<file path="src/rtl/block_byte_serializer_if.sv">
// Bus bundle between the result-block producer, the serializer and the UART trigger.
// Handshake: a block moves on any cycle where valid_in is high and the block is accepted
// (ready_out high, or a pop frees the slot that same cycle); valid_out is a one-cycle
// trigger with no backpressure, issued only while request_next_byte_in is high.
interface block_byte_serializer_if #(
    parameter int REGISTER_SIZE = 32
);
    logic [REGISTER_SIZE-1:0] data_in;
    logic                     valid_in;
    logic                     ready_out;
    logic                     request_next_byte_in;
    logic [7:0]               data_out;
    logic                     valid_out;
    logic                     final_out;
    logic                     overflow_out;
    logic [1:0]               fsm_state;

    modport master (
        output data_in, valid_in, request_next_byte_in,
        input  ready_out, data_out, valid_out, final_out, overflow_out, fsm_state
    );

    modport slave (
        input  data_in, valid_in, request_next_byte_in,
        output ready_out, data_out, valid_out, final_out, overflow_out, fsm_state
    );
endinterface

</file>
<file path="src/rtl/block_byte_serializer.sv">
// Buffers REGISTER_SIZE-bit result blocks in a FIFO and emits them LSB byte first,
// paced by the UART idle signal, flagging the last byte of every BITS_IN_NUM-bit number.
module block_byte_serializer #(
    parameter int REGISTER_SIZE = 32,
    parameter int BITS_IN_NUM   = 4096,
    parameter int FIFO_DEPTH    = 16,
    parameter int GUARD_CYCLES  = 2
) (
    input  logic                  clk_in,
    input  logic                  rst_in,
    block_byte_serializer_if.slave bus
);
    localparam int BYTES_PER_BLOCK = REGISTER_SIZE / 8;
    localparam int BYTES_PER_NUM   = BITS_IN_NUM / 8;
    localparam int AW  = $clog2(FIFO_DEPTH);
    localparam int BLW = $clog2(BYTES_PER_BLOCK + 1);
    localparam int NCW = (BYTES_PER_NUM > 1) ? $clog2(BYTES_PER_NUM) : 1;
    localparam int GCW = (GUARD_CYCLES > 1) ? $clog2(GUARD_CYCLES) : 1;
    localparam logic [AW:0]    FULL_COUNT = (AW + 1)'(FIFO_DEPTH);
    localparam logic [NCW-1:0] LAST_BYTE  = NCW'(BYTES_PER_NUM - 1);

    typedef enum logic [1:0] {IDLE, LOAD, SEND, GUARD} state_t;
    state_t state, state_next;

    logic [REGISTER_SIZE-1:0] mem [FIFO_DEPTH];
    logic [AW-1:0]            wr_ptr, rd_ptr;
    logic [AW:0]              count, count_next;
    logic [REGISTER_SIZE-1:0] rd_data, sr;
    logic [BLW-1:0]           bytes_left;
    logic [NCW-1:0]           byte_cnt;
    logic [GCW-1:0]           guard_cnt;
    logic                     fifo_empty, guard_done, pop, push, fire;

    assign fifo_empty    = (count == '0);
    assign guard_done    = (guard_cnt == GCW'(GUARD_CYCLES - 1));
    // A pop in the same cycle makes room, so a write against a full FIFO still lands.
    assign push          = bus.valid_in && (bus.ready_out || pop);
    assign bus.fsm_state = state;

    always_ff @(posedge clk_in or negedge rst_in) begin
        if (!rst_in) state <= IDLE;
        else         state <= state_next;
    end

    always_comb begin
        state_next = state;
        pop        = 1'b0;
        fire       = 1'b0;
        case (state)
            IDLE: begin
                if (!fifo_empty) begin
                    pop        = 1'b1;
                    state_next = LOAD;
                end
            end
            LOAD: state_next = SEND;
            SEND: begin
                if (bus.request_next_byte_in) begin
                    fire       = 1'b1;
                    state_next = GUARD;
                end
            end
            GUARD: begin
                if (guard_done) begin
                    if (bytes_left != '0) begin
                        state_next = SEND;
                    end else if (!fifo_empty) begin
                        pop        = 1'b1;
                        state_next = LOAD;
                    end else begin
                        state_next = IDLE;
                    end
                end
            end
            default: state_next = IDLE;
        endcase
    end

    always_comb begin
        count_next = count;
        if (push && !pop)      count_next = count + 1'b1;
        else if (pop && !push) count_next = count - 1'b1;
    end

    always_ff @(posedge clk_in) begin
        if (push) mem[wr_ptr] <= bus.data_in;
    end

    always_ff @(posedge clk_in or negedge rst_in) begin
        if (!rst_in) begin
            wr_ptr           <= '0;
            rd_ptr           <= '0;
            count            <= '0;
            rd_data          <= '0;
            sr               <= '0;
            bytes_left       <= '0;
            byte_cnt         <= '0;
            guard_cnt        <= '0;
            bus.ready_out    <= 1'b1;
            bus.data_out     <= '0;
            bus.valid_out    <= 1'b0;
            bus.final_out    <= 1'b0;
            bus.overflow_out <= 1'b0;
        end else begin
            if (push) wr_ptr <= wr_ptr + 1'b1;
            if (pop) begin
                rd_data <= mem[rd_ptr];
                rd_ptr  <= rd_ptr + 1'b1;
            end
            count         <= count_next;
            bus.ready_out <= (count_next != FULL_COUNT);
            if (bus.valid_in && !push) bus.overflow_out <= 1'b1;

            bus.valid_out <= fire;
            bus.final_out <= fire && (byte_cnt == LAST_BYTE);
            if (state == LOAD) begin
                sr         <= rd_data;
                bytes_left <= BLW'(BYTES_PER_BLOCK);
            end else if (fire) begin
                bus.data_out <= sr[7:0];
                sr           <= sr >> 8;
                bytes_left   <= bytes_left - 1'b1;
                byte_cnt     <= (byte_cnt == LAST_BYTE) ? '0 : byte_cnt + 1'b1;
            end

            if (state == GUARD && !guard_done) guard_cnt <= guard_cnt + 1'b1;
            else                               guard_cnt <= '0;
        end
    end
endmodule

</file>
<file path="src/flat_wrapper.sv">
// flat-port wrapper written by rule: the top's interface ports become plain ports
module block_byte_serializer_flat 
#(
    parameter int REGISTER_SIZE = 32,
    parameter int BITS_IN_NUM   = 4096,
    parameter int FIFO_DEPTH    = 16,
    parameter int GUARD_CYCLES  = 2
)
  (clk_in, rst_in, bus_data_in, bus_valid_in, bus_request_next_byte_in, bus_ready_out, bus_data_out, bus_valid_out, bus_final_out, bus_overflow_out, bus_fsm_state);
  block_byte_serializer_if #(.REGISTER_SIZE(REGISTER_SIZE)) bus_i ();
  input  logic clk_in;
  input  logic rst_in;
  input wire logic [$bits(bus_i.data_in)-1:0] bus_data_in;
  input wire logic [$bits(bus_i.valid_in)-1:0] bus_valid_in;
  input wire logic [$bits(bus_i.request_next_byte_in)-1:0] bus_request_next_byte_in;
  output wire logic [$bits(bus_i.ready_out)-1:0] bus_ready_out;
  output wire logic [$bits(bus_i.data_out)-1:0] bus_data_out;
  output wire logic [$bits(bus_i.valid_out)-1:0] bus_valid_out;
  output wire logic [$bits(bus_i.final_out)-1:0] bus_final_out;
  output wire logic [$bits(bus_i.overflow_out)-1:0] bus_overflow_out;
  output wire logic [$bits(bus_i.fsm_state)-1:0] bus_fsm_state;
  assign bus_i.data_in = bus_data_in;
  assign bus_i.valid_in = bus_valid_in;
  assign bus_i.request_next_byte_in = bus_request_next_byte_in;
  assign bus_ready_out = bus_i.ready_out;
  assign bus_data_out = bus_i.data_out;
  assign bus_valid_out = bus_i.valid_out;
  assign bus_final_out = bus_i.final_out;
  assign bus_overflow_out = bus_i.overflow_out;
  assign bus_fsm_state = bus_i.fsm_state;
  block_byte_serializer #(.REGISTER_SIZE(REGISTER_SIZE), .BITS_IN_NUM(BITS_IN_NUM), .FIFO_DEPTH(FIFO_DEPTH), .GUARD_CYCLES(GUARD_CYCLES)) u_core (.clk_in(clk_in), .rst_in(rst_in), .bus(bus_i));
endmodule
</file>
<file path="config.mk">
export PLATFORM = sky130hd
export DESIGN_NAME = block_byte_serializer_flat
export DESIGN_NICKNAME = d
export VERILOG_FILES = /design/src/rtl/block_byte_serializer_if.sv /design/src/rtl/block_byte_serializer.sv /design/src/flat_wrapper.sv
export SDC_FILE = /design/constraint.sdc
export NUM_CORES = 1
export LEC_CHECK = 0
export CORE_ASPECT_RATIO = 1.4
export CORE_MARGIN = 8
export CORE_UTILIZATION = 55
export DETAILED_ROUTE_END_ITERATION = 16
export DONT_BUFFER_PORTS = 1
export PLACE_DENSITY = 0.82
export SKIP_LAST_GASP = 1
export SLEW_MARGIN = 10
export SYNTH_ARGS = -nofsm -noshare
export SYNTH_HDL_FRONTEND = slang
export SYNTH_SLANG_ARGS = --single-unit
</file>
<file path="constraint.sdc">
create_clock -name clk_in -period 5.47 [get_ports clk_in]
set_input_delay 1.094 -clock clk_in [delete_from_list [all_inputs] [get_ports clk_in]]
set_output_delay 1.094 -clock clk_in [all_outputs]
set_load 0.005 [all_outputs]
</file>
==> metrics <==
switching power=4.05 mW; WL/cell=28.0 um; Initial DRC Count=1,103; total CTS buffers=53; P_leak=8.98 nW; Max-Cap Viols=0; pin count of the biggest net entering global routing=105; status=completed; pre-CTS setup slack=1.70 ns; Port Buffers=0; cell breakdown of the critical path=ha_1 > nand4b_1 > a211o_1 > buf_4 > a21oi_1 > nor2b_1 > and2_2; Post-CTS Setup Bufs=0; CP endpoint kind=register; clk sinks=616; placer congestion estimate=0.776; Layout Skew=0.0259 ns; DR vias=11,412; synth cell count leaders=512 x edfxtp_1, 160 x mux4_2, 152 x nand2_1; slew margin rel.=21.1%; critical path startpoint category=register; RSZ-0062 raised after global routing=no; Yosys top cell by area=edfxtp_1; number of global-route vias before repair=11,956; Gate power share=25.4%; placed insts=1,704; fill count=2,804; Die Footprint=50,700 um^2; P&R area growth vs syn=9.93%; Crit path max-delay family=simple AND/OR/NAND/NOR gates; DRC=0; Peak VDD IR=between 0.3 and 0.4 mV; Layout Utilization=approximately three fifths; dpl cell area=24,600 um^2; top-area cell type share of the netlist area=64.1%; CP required=5.65 ns; area of the multi-input gates=5700 um^2; crit path time final=3.79 ns; Synth Warn #=0; slowest cell on the critical path=and2_2; Worst-path clk slew=about 0.060 ns; ANT nets after route=0; fraction of layout cells with a size suffix above 1=23.9%; CTS Root Cell=clkbuf_16; crit-path max cell delay=0.97 ns; Final nets=1,260; switch share=29.5%; Synth Instances=1,197; CP Max Fanout=39; final worst slack=1.68 ns; height of the die=263 um; Synth Cell Area=about 24,000 um^2; non-filler cells, final=1,805; clock share of power=28.0%; HP Class=in -> async; most common flop cell mapped by yosys=edfxtp_1; final setup vio count=0; # hold bufs at CTS=0; H-Tree Depth=2; Total GRT Usage=approximately 20%; CTS resizes=0; FF/Latch Area=around 18,000 um^2; final worst-path cycle share=a little under 70%; worst setup path category=reg -> reg; Hold Violations, Final=0; DP Wirelength=28,500 um; initial antenna violation count=2; Worst-Margin Slew=around 1.2 ns; fraction of registers with async set or reset after synthesis=16.9%; most area-consuming cells after synthesis=edfxtp_1 64%, mux4_2 15%, dfrtp_1 11%; Syn Nets=1,250; setup TNS=0 ns; CTS tree=built; hold slack=0.202 ns; Die Width=193 um; Rows=90; count leader, synth=edfxtp_1; first-pass iteration count of the detailed router=5; Total Wirelength=50,500 um; cell internal pwr=about 9.7 mW; Seq pwr share=a little under half; io pins=50; global-route wire length before repair=75,500 um; fin area=26,400 um^2; final slew viol count=0; initial core utilization=55.6%; post-synth cell types=48; flops & latches, synth=616; Post-synth EDFFs=512; DR vias/cell=6.32; Seq/Total Area, Yosys=about three quarters; CORE AREA=43,100 um^2; synthesized area per cell=20.0 um^2; Worst Path Buf+Inv=1; Max Clk Rate=roughly 260 MHz; CTS Buffer Depth=3; CP arrival=3.97 ns; grt ovf=0; PwrDens=521 nW/um^2; worst skew pair latency=0.59 ns; total power=around 14 mW
-- cell type report --
| cell class | count | share of cell area, % |
|---|---|---|
| Multi-Input combinational cell | 500 | 21.6 |
| Timing Repair Buffer | 16 | 0.503 |
| Clock inverter | 43 | 1.72 |
| Tap cell | 552 | 2.62 |
| Inverter | 20 | 0.285 |
| Clock buffer | 56 | 5.07 |
| Antenna cell | 2 | 0.0190 |
| Sequential cell | 616 | 68.2 |
-- path summary, 6_finish.rpt --
kind	from	to	slack [ns]	cells past startpoint
setup reg to reg	u_core.bus.fsm_state[1]$_DFFE_PN0P_	u_core.mem[4][25]$_DFFE_PP_	1.68	7
setup / recovery	u_core.bus.fsm_state[1]$_DFFE_PN0P_	u_core.mem[4][25]$_DFFE_PP_	1.68	7
max in group asynchronous	rst_in	u_core.rd_ptr[0]$_DFFE_PN0P_	5.07	0
hold / removal	rst_in	u_core.bus.fsm_state[1]$_DFFE_PN0P_	0.20	0
min in group clk_in	u_core.rd_data[17]$_DFFE_PN0P_	u_core.rd_data[17]$_DFFE_PN0P_	0.47	2
hold reg to reg	u_core.rd_data[17]$_DFFE_PN0P_	u_core.rd_data[17]$_DFFE_PN0P_	0.47	2
-- flip-flops by register name (all words and copies together), names as in the netlist --
name,count
u_core.bus.data_out,8
u_core.bus.final_out,1
u_core.bus.fsm_state,2
u_core.bus.overflow_out,1
u_core.bus.ready_out,1
u_core.bus.valid_out,1
u_core.byte_cnt,9
u_core.bytes_left,3
u_core.count,5
u_core.guard_cnt,1
u_core.mem,512
u_core.rd_data,32
u_core.rd_ptr,4
u_core.sr,32
u_core.wr_ptr,4
-- metal layers --
| metal | routed length [um] | part of all wire, % | GRT usage [%] |
|---|---|---|---|
| met1 | 18300 | 36 | 24.9 |
| met4 | 1910 | 3.8 | 8.34 |
| met5 | 0 | 0 | 0 |
| met2 | 26300 | 52 | 33.9 |
| met3 | 3950 | 7.8 | 4.59 |
-- kinds of logic (layout without fill, tap and decap cells) --
kind of cell | after synthesis | after routing | synth area share (%)
AOI/OAI and AO/OA | 60 | 60 | 1.49
DFF | 616 | 616 | 74.9
buffers and inverters | 81 | 135 | 1.66
xor gates and xnor gates | 14 | 14 | 0.511
muxes | 199 | 199 | 16.7
other | 0 | 2 | 0
and+or+nand+nor | 210 | 210 | 3.84
adders and majority gates | 17 | 17 | 0.886
-- worst register-to-register path, stage by stage, from the launching register on --
cell,delay (ns)
dfrtp_1,0.48
ha_1,0.27
nand4b_1,0.26
a211o_1,0.38
buf_4,0.26
a21oi_1,0.44
nor2b_1,0.31
and2_2,0.98
-- power groups by stage --
stage / Combinational, mW / Clock (mW) / Sequential [mW]
after global routing: 3.78 / 4.04 / 6.48
after CTS: 3.55 / 3.88 / 6.41
after detailed placement: 3.48 / 0 / 6.49
after global placement: 3.39 / 0 / 6.44
final: 3.50 / 3.85 / 6.40
after floorplan: 2.90 / 0 / 6.11
-- cells in the final DEF (no fill, tap or decap), types with 5 or more instances in the layout --
| cell | instances |
|---|---|
| inv_1 | 20 |
| ha_1 | 16 |
| dfrtp_1 | 99 |
| xnor2_1 | 10 |
| clkbuf_16 | 53 |
| mux4_2 | 160 |
| nor2_1 | 12 |
| edfxtp_1 | 512 |
| clkinv_2 | 8 |
| clkinv_1 | 12 |
| bufinv_16 | 8 |
| buf_4 | 15 |
| a21oi_1 | 7 |
| mux2_2 | 12 |
| o21ai_0 | 38 |
| mux2i_1 | 27 |
| nand2_1 | 151 |
| clkinvlp_4 | 5 |
No activity file was read; power rests on OpenSTA's default activity.
